--- config.mk ---
export PLATFORM = sky130hd
export DESIGN_NAME = stage_queue_flat
export DESIGN_NICKNAME = d
export VERILOG_FILES = /design/src/rtl/stage_queue_if.sv /design/src/rtl/stage_queue.sv /design/src/flat_wrapper.sv
export SDC_FILE = /design/constraint.sdc
export NUM_CORES = 1
export LEC_CHECK = 0
export BUFFER_PORTS_ARGS = -buffer_cell sky130_fd_sc_hd__buf_2
export CORE_MARGIN = 2
export CORE_UTILIZATION = 55
export CTS_CLUSTER_SIZE = 28
export DETAILED_ROUTE_END_ITERATION = 10
export PLACE_DENSITY = 0.79
export SLEW_MARGIN = 20
export SYNTH_ARGS = -nofsm -noshare
export SYNTH_HDL_FRONTEND = slang
export SYNTH_SLANG_ARGS = --single-unit
--- constraint.sdc ---
create_clock -name clk -period 19.8 [get_ports clk]
set_input_delay 2.97 -clock clk [delete_from_list [all_inputs] [get_ports clk]]
set_output_delay 2.97 -clock clk [all_outputs]
set_load 0.02 [all_outputs]
--- src/rtl/stage_queue_if.sv ---
// Valid/ready handshake bundle between a producer/consumer pair and stage_queue.
// The queue takes the slave view; the environment driving it takes the master view.
interface stage_queue_if #(
   parameter int WIDTH = 96
);
   logic [WIDTH-1:0] in_data;
   logic             in_valid;
   logic             in_ready;
   logic [WIDTH-1:0] out_data;
   logic             out_valid;
   logic             out_ready;

   modport master (
      output in_data,
      output in_valid,
      input  in_ready,
      input  out_data,
      input  out_valid,
      output out_ready
   );

   modport slave (
      input  in_data,
      input  in_valid,
      output in_ready,
      output out_data,
      output out_valid,
      input  out_ready
   );
endinterface

--- src/rtl/stage_queue.sv ---
// First-word-fall-through decoupling queue between pipeline stages, with flush,
// occupancy/almost-full status and sticky overflow/underflow flags.
module stage_queue #(
   parameter int WIDTH     = 96,
   parameter int DEPTH     = 16,
   parameter int AF_THRESH = DEPTH - 1
) (
   input  logic                       clk,
   input  logic                       rst,
   stage_queue_if.slave               q,
   input  logic                       flush_i,
   input  logic                       err_clear_i,
   output logic [$clog2(DEPTH+1)-1:0] count_o,
   output logic                       almost_full_o,
   output logic                       empty_o,
   output logic                       err_overflow_o,
   output logic                       err_underflow_o
);
   localparam int PW = $clog2(DEPTH);
   localparam int CW = $clog2(DEPTH + 1);
   localparam logic [PW-1:0] LAST_PTR = PW'(DEPTH - 1);
   localparam logic [CW-1:0] FULL_CNT = CW'(DEPTH);
   localparam logic [CW-1:0] AF_CNT   = CW'(AF_THRESH);

   logic [WIDTH-1:0] mem_q [DEPTH];
   logic [PW-1:0]    head_q, head_d;
   logic [PW-1:0]    tail_q, tail_d;
   logic [CW-1:0]    count_q, count_d;
   logic             err_overflow_q, err_overflow_d;
   logic             err_underflow_q, err_underflow_d;

   logic in_ready;
   logic out_valid;
   logic push;
   logic pop;

   // Handshake status decodes registered occupancy only, never the live inputs.
   assign in_ready  = (count_q != FULL_CNT);
   assign out_valid = (count_q != '0);

   assign push = q.in_valid & in_ready & ~flush_i;
   assign pop  = out_valid & q.out_ready & ~flush_i;

   always_comb begin
      head_d  = head_q;
      tail_d  = tail_q;
      count_d = count_q;
      if (flush_i) begin
         head_d  = '0;
         tail_d  = '0;
         count_d = '0;
      end else begin
         if (push) begin
            tail_d = (tail_q == LAST_PTR) ? '0 : tail_q + 1'b1;
         end
         if (pop) begin
            head_d = (head_q == LAST_PTR) ? '0 : head_q + 1'b1;
         end
         case ({push, pop})
            2'b10:   count_d = count_q + 1'b1;
            2'b01:   count_d = count_q - 1'b1;
            default: count_d = count_q;
         endcase
      end
   end

   // A new violation in the same cycle as err_clear keeps the flag set.
   always_comb begin
      err_overflow_d  = err_overflow_q & ~err_clear_i;
      err_underflow_d = err_underflow_q & ~err_clear_i;
      if (q.in_valid & ~in_ready) begin
         err_overflow_d = 1'b1;
      end
      if (q.out_ready & ~out_valid) begin
         err_underflow_d = 1'b1;
      end
   end

   always_ff @(posedge clk or posedge rst) begin
      if (rst) begin
         head_q          <= '0;
         tail_q          <= '0;
         count_q         <= '0;
         err_overflow_q  <= 1'b0;
         err_underflow_q <= 1'b0;
      end else begin
         head_q          <= head_d;
         tail_q          <= tail_d;
         count_q         <= count_d;
         err_overflow_q  <= err_overflow_d;
         err_underflow_q <= err_underflow_d;
      end
   end

   // Storage carries no reset; occupancy alone decides what is visible.
   generate
      for (genvar gi = 0; gi < DEPTH; gi++) begin : g_entry
         always_ff @(posedge clk) begin
            if (push && (tail_q == PW'(gi))) begin
               mem_q[gi] <= q.in_data;
            end
         end
      end
   endgenerate

   assign q.in_ready  = in_ready;
   assign q.out_valid = out_valid;
   assign q.out_data  = out_valid ? mem_q[head_q] : '0;

   assign count_o         = count_q;
   assign almost_full_o   = (count_q >= AF_CNT);
   assign empty_o         = (count_q == '0);
   assign err_overflow_o  = err_overflow_q;
   assign err_underflow_o = err_underflow_q;
endmodule

--- src/flat_wrapper.sv ---
// flat-port wrapper written by rule: the top's interface ports become plain ports
module stage_queue_flat 
#(
   parameter int WIDTH     = 96,
   parameter int DEPTH     = 16,
   parameter int AF_THRESH = DEPTH - 1
)
  (clk, rst, flush_i, err_clear_i, count_o, almost_full_o, empty_o, err_overflow_o, err_underflow_o, q_in_data, q_in_valid, q_in_ready, q_out_data, q_out_valid, q_out_ready);
  stage_queue_if #(.WIDTH(WIDTH)) q_i ();
  input  logic clk;
  input  logic rst;
  input  logic flush_i;
  input  logic err_clear_i;
  output logic [$clog2(DEPTH+1)-1:0] count_o;
  output logic almost_full_o;
  output logic empty_o;
  output logic err_overflow_o;
  output logic err_underflow_o;
  input wire logic [$bits(q_i.in_data)-1:0] q_in_data;
  input wire logic [$bits(q_i.in_valid)-1:0] q_in_valid;
  output wire logic [$bits(q_i.in_ready)-1:0] q_in_ready;
  output wire logic [$bits(q_i.out_data)-1:0] q_out_data;
  output wire logic [$bits(q_i.out_valid)-1:0] q_out_valid;
  input wire logic [$bits(q_i.out_ready)-1:0] q_out_ready;
  assign q_i.in_data = q_in_data;
  assign q_i.in_valid = q_in_valid;
  assign q_in_ready = q_i.in_ready;
  assign q_out_data = q_i.out_data;
  assign q_out_valid = q_i.out_valid;
  assign q_i.out_ready = q_out_ready;
  stage_queue #(.WIDTH(WIDTH), .DEPTH(DEPTH), .AF_THRESH(AF_THRESH)) u_core (.clk(clk), .rst(rst), .q(q_i), .flush_i(flush_i), .err_clear_i(err_clear_i), .count_o(count_o), .almost_full_o(almost_full_o), .empty_o(empty_o), .err_overflow_o(err_overflow_o), .err_underflow_o(err_underflow_o));
endmodule
# After elaboration in Yosys (flattened, before gate mapping)
# Memories as Yosys holds them, arrays and structs flattened.
# Cells that the tools add are included.
dict set report totals {
  ram_bits 1536
  memories 1
  inputBits 102
  ff_bits 15
  output_inout_bits 107
  wordCells 167
}
dict set report op_classes {
  muxes 88
  n_bitwise 12
  magnitude_cmp 1
  n_eq_ne 19
  addsub 4
  reduce_logical 37
}
# memory depth width read_ports rd_clocked_by_memory_dff wr line_no
set mem_list {}
lappend mem_list {u_core.mem_q 16 96 1 0 1 stage_queue.sv:25} ;# logic [WIDTH-1:0] mem_q [DEPTH];
# op n
set ops {}
lappend ops {{96-bit two-way mux} 16}
lappend ops {{96-bit OR reduction} 15}
lappend ops {{4-bit two-way mux} 21}
lappend ops {{1-bit two-way mux} 49}
lappend ops {{4-bit == test, second input constant} 9}
lappend ops {{4-bit by 3-bit == test with 1-bit output, second input constant} 4}
lappend ops {{1-bit logical AND} 16}
lappend ops {{5-bit case mux with 2 select lines} 1}
lappend ops {{4-bit by 1-bit adder with 4-bit output, second input constant} 2}
lappend ops {{1-bit bitwise AND} 8}
lappend ops {{4-bit by 2-bit == test with 1-bit output, second input constant} 2}
lappend ops {{5-bit by 1-bit adder with 5-bit output, second input constant} 1}
lappend ops {{5-bit by 4-bit >= comparator with 1-bit output, second input constant} 1}
lappend ops {{5-bit zero test} 1}
lappend ops {{5-bit two-way mux} 1}
lappend ops {{5-bit != test, second input constant} 1}
lappend ops {{5-bit nonzero test} 1}
lappend ops {{5-bit by 1-bit subtractor with 5-bit output, second input constant} 1}
lappend ops {{4-bit by 1-bit == test with 1-bit output, second input constant} 1}
lappend ops {{4-bit zero test} 1}
lappend ops {{1-bit inverter} 4}
lappend ops {{2-bit nonzero test} 2}
lappend ops {{3-bit nonzero test} 1}
lappend ops {{2-bit by 1-bit == test with 1-bit output, second input constant} 1}
lappend ops {{2-bit == test, second input constant} 1}

# Logic depth before layout (Yosys ltp)
dict set report logic_depth {
  word_depth 22
  mapped_depth 10
}

# Worst setup path after synthesis
# OpenSTA, ideal clock, no wires.
dict set report synth_path {
  path_type {input to register}
  from {in q_in_valid}
  to {mem u_core.mem_q[0][0], enable pin}
  arrival_time_ns 10.258
  path_buffers 1
  slack_ns 8.874
  cell_stages 5
  path_cell_list {clkbuf_1 -> o21ai_0 -> nor2_1 -> nand2_1 -> nor3_1}
}
dict set report synth_via {
  elab_chain_cells 21
  elab_cells_between_ends 95
  classes_between {mux (62); bitwise (2); reduce/logical (31)}
}
# element line_no
set synth_rtl {}
lappend synth_rtl {{start, declared} flat_wrapper.sv:20} ;# input wire logic [$bits(q_i.in_valid)-1:0] q_in_valid;
lappend synth_rtl {{1-bit bitwise AND (*) (2 in a row)} stage_queue.sv:41} ;# assign push = q.in_valid & in_ready & ~flush_i;
lappend synth_rtl {{1-bit logical AND} stage_queue.sv:99} ;# if (push && (tail_q == PW'(gi))) begin
lappend synth_rtl {{1-bit two-way mux} stage_queue.sv:99}
lappend synth_rtl {{1-bit two-way mux (implied by the code)} stage_queue.sv:100} ;# mem_q[gi] <= q.in_data;
lappend synth_rtl {{96-bit OR reduction (no source line)} --}
lappend synth_rtl {{4-bit two-way mux (no source line) or 1-bit two-way mux (tied branches) (15 in a row)} --}
lappend synth_rtl {{end, declared} stage_queue.sv:25}
# Mark *: on every way between the ends. The rest lies on a longest branch, timed or not.

# Final worst setup path
dict set report layout_path {
  from {reg u_core.head_q[0]}
  to {out q_out_data[15]}
}
dict set report layout_via {
  elab_chain_cells 2
}
# element line_no
set layout_rtl {}
lappend layout_rtl {{start, declared} stage_queue.sv:26} ;# logic [PW-1:0] head_q, head_d;
lappend layout_rtl {{start signal, assigned} stage_queue.sv:81} ;# head_q <= '0;
lappend layout_rtl {{start signal, assigned} stage_queue.sv:87} ;# head_q <= head_d;
lappend layout_rtl {{memory read 16 x 96 bit} --}
lappend layout_rtl {{96-bit two-way mux} stage_queue.sv:108} ;# assign q.out_data = out_valid ? mem_q[head_q] : '0;
lappend layout_rtl {{end, declared} flat_wrapper.sv:22} ;# output wire logic [$bits(q_i.out_data)-1:0] q_out_data;
# No other way between the ends.

==> reports/metrics.yaml <==
outcome:
  status: "completed"
worst_setup_path:
  crit_fanout: 52
  crit_arrival_ns: 4.81
  worst_r2r_endpoint: "u_core.mem_q[5][6]"
  crit_path_start: "u_core.head_q[0]"
  regToRegSetupSlack_ns: 15.46
  r2r_cells: 8
  critPathCaptureType: "primary output"
  worstSetupStartpointType: "register"
  cp.required_ns: 16.83
  crit_type: "reg2out"
  worstReg2RegStart: "u_core.count_o[1]"
global_route:
  grt_pass1_vias: 28600
  grt_max_degree: 164
  antenna_found_initial: 27
  groute.usage.overall: 0.243
  grt_pass1_wl_mm: 194
  overflow: 0
finish:
  final_nets: 2855
  drive_above_1_share: 0.306
  areaGrowthSynthToFinish_pct: 13.1
floorplanning:
  io_pins: 209
  die_area_sq_mm: 0.110
  coreArea_sq_mm: 0.107
  rows: 120
  initial_core_util: 0.553
  die_x_um: 331
  die_h_um: 331
hold_path:
  holdPathEnd: "u_core.err_overflow_o"
  hold_depth: 1
  min_path_type: "reg2reg"
  worstHoldStart: "u_core.err_overflow_o"
route:
  via_count: 27600
  drt_wl_total_mm: 133
  drt_first_pass_iters: 7
  drc: 0
  vias_per_cell: 6.46
  ant_nets: 0
  drt_iter0_drc: 3401
  wl_per_cell_um: 31.1
placement:
  gp_congestion: 0.724
  portBuffers: 208
  dp_hpwl_mm: 62.8
  pre_cts_ws_ns: 12.39
timing:
  slew_viol_final: 0
  min_period_ns: 7.78
  final.setup.worst_slack_ns: 12.02
  hold_viol: 0
  clock_skew_ns: 0.0345
  tns_ns: 0
  post-route-period-util: 0.393
  tightest_slew_ns: 1.11
  slew_headroom: 0.258
  timing.fmax_ghz: 0.129
  rsz0062_at_grt: "no"
  finalSetupViolations: 0
synth:
  yosysSeqAreaShare: 0.789
  synth_edf_count: 1536
  synth_top_area_share: 0.783
  synthFlopType: "edfxtp_1"
  yosysMostFrequentCell: "edfxtp_1"
  syn_nets: 2579
  syn_area_per_cell_sq_um: 23.9
  yosys_register_bits: 1551
  synth_common_cells: "1,536 x edfxtp_1, 384 x mux4_2, 194 x mux2i_1"
  synth_compound_area_frac: 0.0137
  netlist_top_cells_area: "edfxtp_1 78%, mux4_2 15%, mux2i_1 3.3%"
  synth_warnings: 0
  netlist_area_sq_mm: 0.0589
  synthAdderAreaFrac: 0.00149
  synth_top_family_by_area: "multiplexers"
  synth_largest_area_cell: "edfxtp_1"
  synthMuxAreaShare: 0.180
  async_reset_ff_frac: 0.00967
  synth_xor_area_frac: 0.000892
  syn_inst: 2470
  synth_cell_types: 38
  synthSimpleGateAreaFrac: 0.00480
power_and_ir_drop:
  power_density_mw_per_mm2: 121
  p_leak_nw: 20.3
  peakVddDrop_mv: 0.0977
cts:
  numCtsBuffers: 149
  cts_hold_buf: 0
  cts_resized: 0
  post-cts-setup-buffers: 0
  path_clk_slew_ns: 0.06
  clk_latency_ns: 0.76
  cts_root_buffer: "clkbuf_16"
  cts_buffer_depth: 3
  cts_max_level: 4
  clock-sinks: 1551
  cts_tree: "yes"
run:
  max_cap_violations: 0
[how the worst max path moves through the flow]
stage / slack [ns] / endpoint / cells past startpoint
4_1_cts: 11.58 / q_out_data[15] / 6
2_1_floorplan: 8.87 / u_core.mem_q[0][0] / 5
6_report: 12.02 / q_out_data[15] / 6
3_5_place_dp: 12.39 / q_out_data[15] / 6
3_3_place_gp: 12.45 / q_out_data[15] / 6
5_1_grt: 11.54 / q_out_data[15] / 6
[worst max-delay path: stages, from the launching register on]
cell and delay, ns:
dfrtp_4 1.03, buf_4 0.87, buf_6 0.66, mux4_2 0.35
mux2i_1 0.08, o22ai_1 0.67, buf_2 0.30
[power breakdown]
group,switching [mW],internal [mW]
Combinational,0.880,0.653
Sequential,0.0465,3.65
Clock,1.20,1.61
[layer usage]
layer  track usage  routed length, um  part of all wire
met2         0.405              68600              0.52
met5             0                 91           0.00068
met4        0.0828               3520             0.026
met3        0.0409               9990             0.075
met1         0.330              50700              0.38
[cell families (layout without fill, tap and decap cells)]
group | after synthesis | in the layout
AOI/OAI and AO/OA | 125 | 125
other | 0 | 14
adders and majority gates | 7 | 7
DFF | 1551 | 1551
xor gates and xnor gates | 6 | 6
and+or+nand+nor | 59 | 59
muxes | 578 | 578
buffers and inverters | 144 | 536
[registers in the layout, summed over array words and instances, names as in the netlist]
signal and count:
u_core.tail_q 4, u_core.mem_q 1536, u_core.err_underflow_o 1, u_core.err_overflow_o 1, u_core.count_o 5, u_core.head_q 4
[cells in the final DEF, fill, tap and decap left out, types with 19 or more instances in the layout]
cell | synthesis | routed
buf_4 | 0 | 44
clkinv_1 | 0 | 29
edfxtp_1 | 1536 | 1536
clkbuf_16 | 0 | 153
o22ai_1 | 97 | 97
mux2i_1 | 194 | 194
clkinv_2 | 0 | 19
clkbuf_1 | 65 | 32
buf_2 | 53 | 208
mux4_2 | 384 | 384
[stage by stage]
stage          hold slack (ns)  std cells   util  area [sq um]  power [mW]
2_1_floorplan            0.550       2470      -         58900        4.85
5_1_grt                  0.509       4275  0.625         66600        8.31
3_3_place_gp             0.472       3997  0.579         61700        5.29
6_report                 0.489       4279  0.625         66600        8.04
3_5_place_dp             0.485       3997  0.579         61700        5.32
4_1_cts                  0.499       4264  0.625         66600        8.12
[layout make-up]
cell class	count	area (sq um)
diodes	14	35.0
repair buffers	260	1510
clock inverters	82	910
flip-flops and latches	1551	46500
clock buffers	185	3950
multi-input cells	775	11900
inverters	9	33.8
fillers	6843	40000
well taps	1403	1760
(Power assumes the default switching activity.)
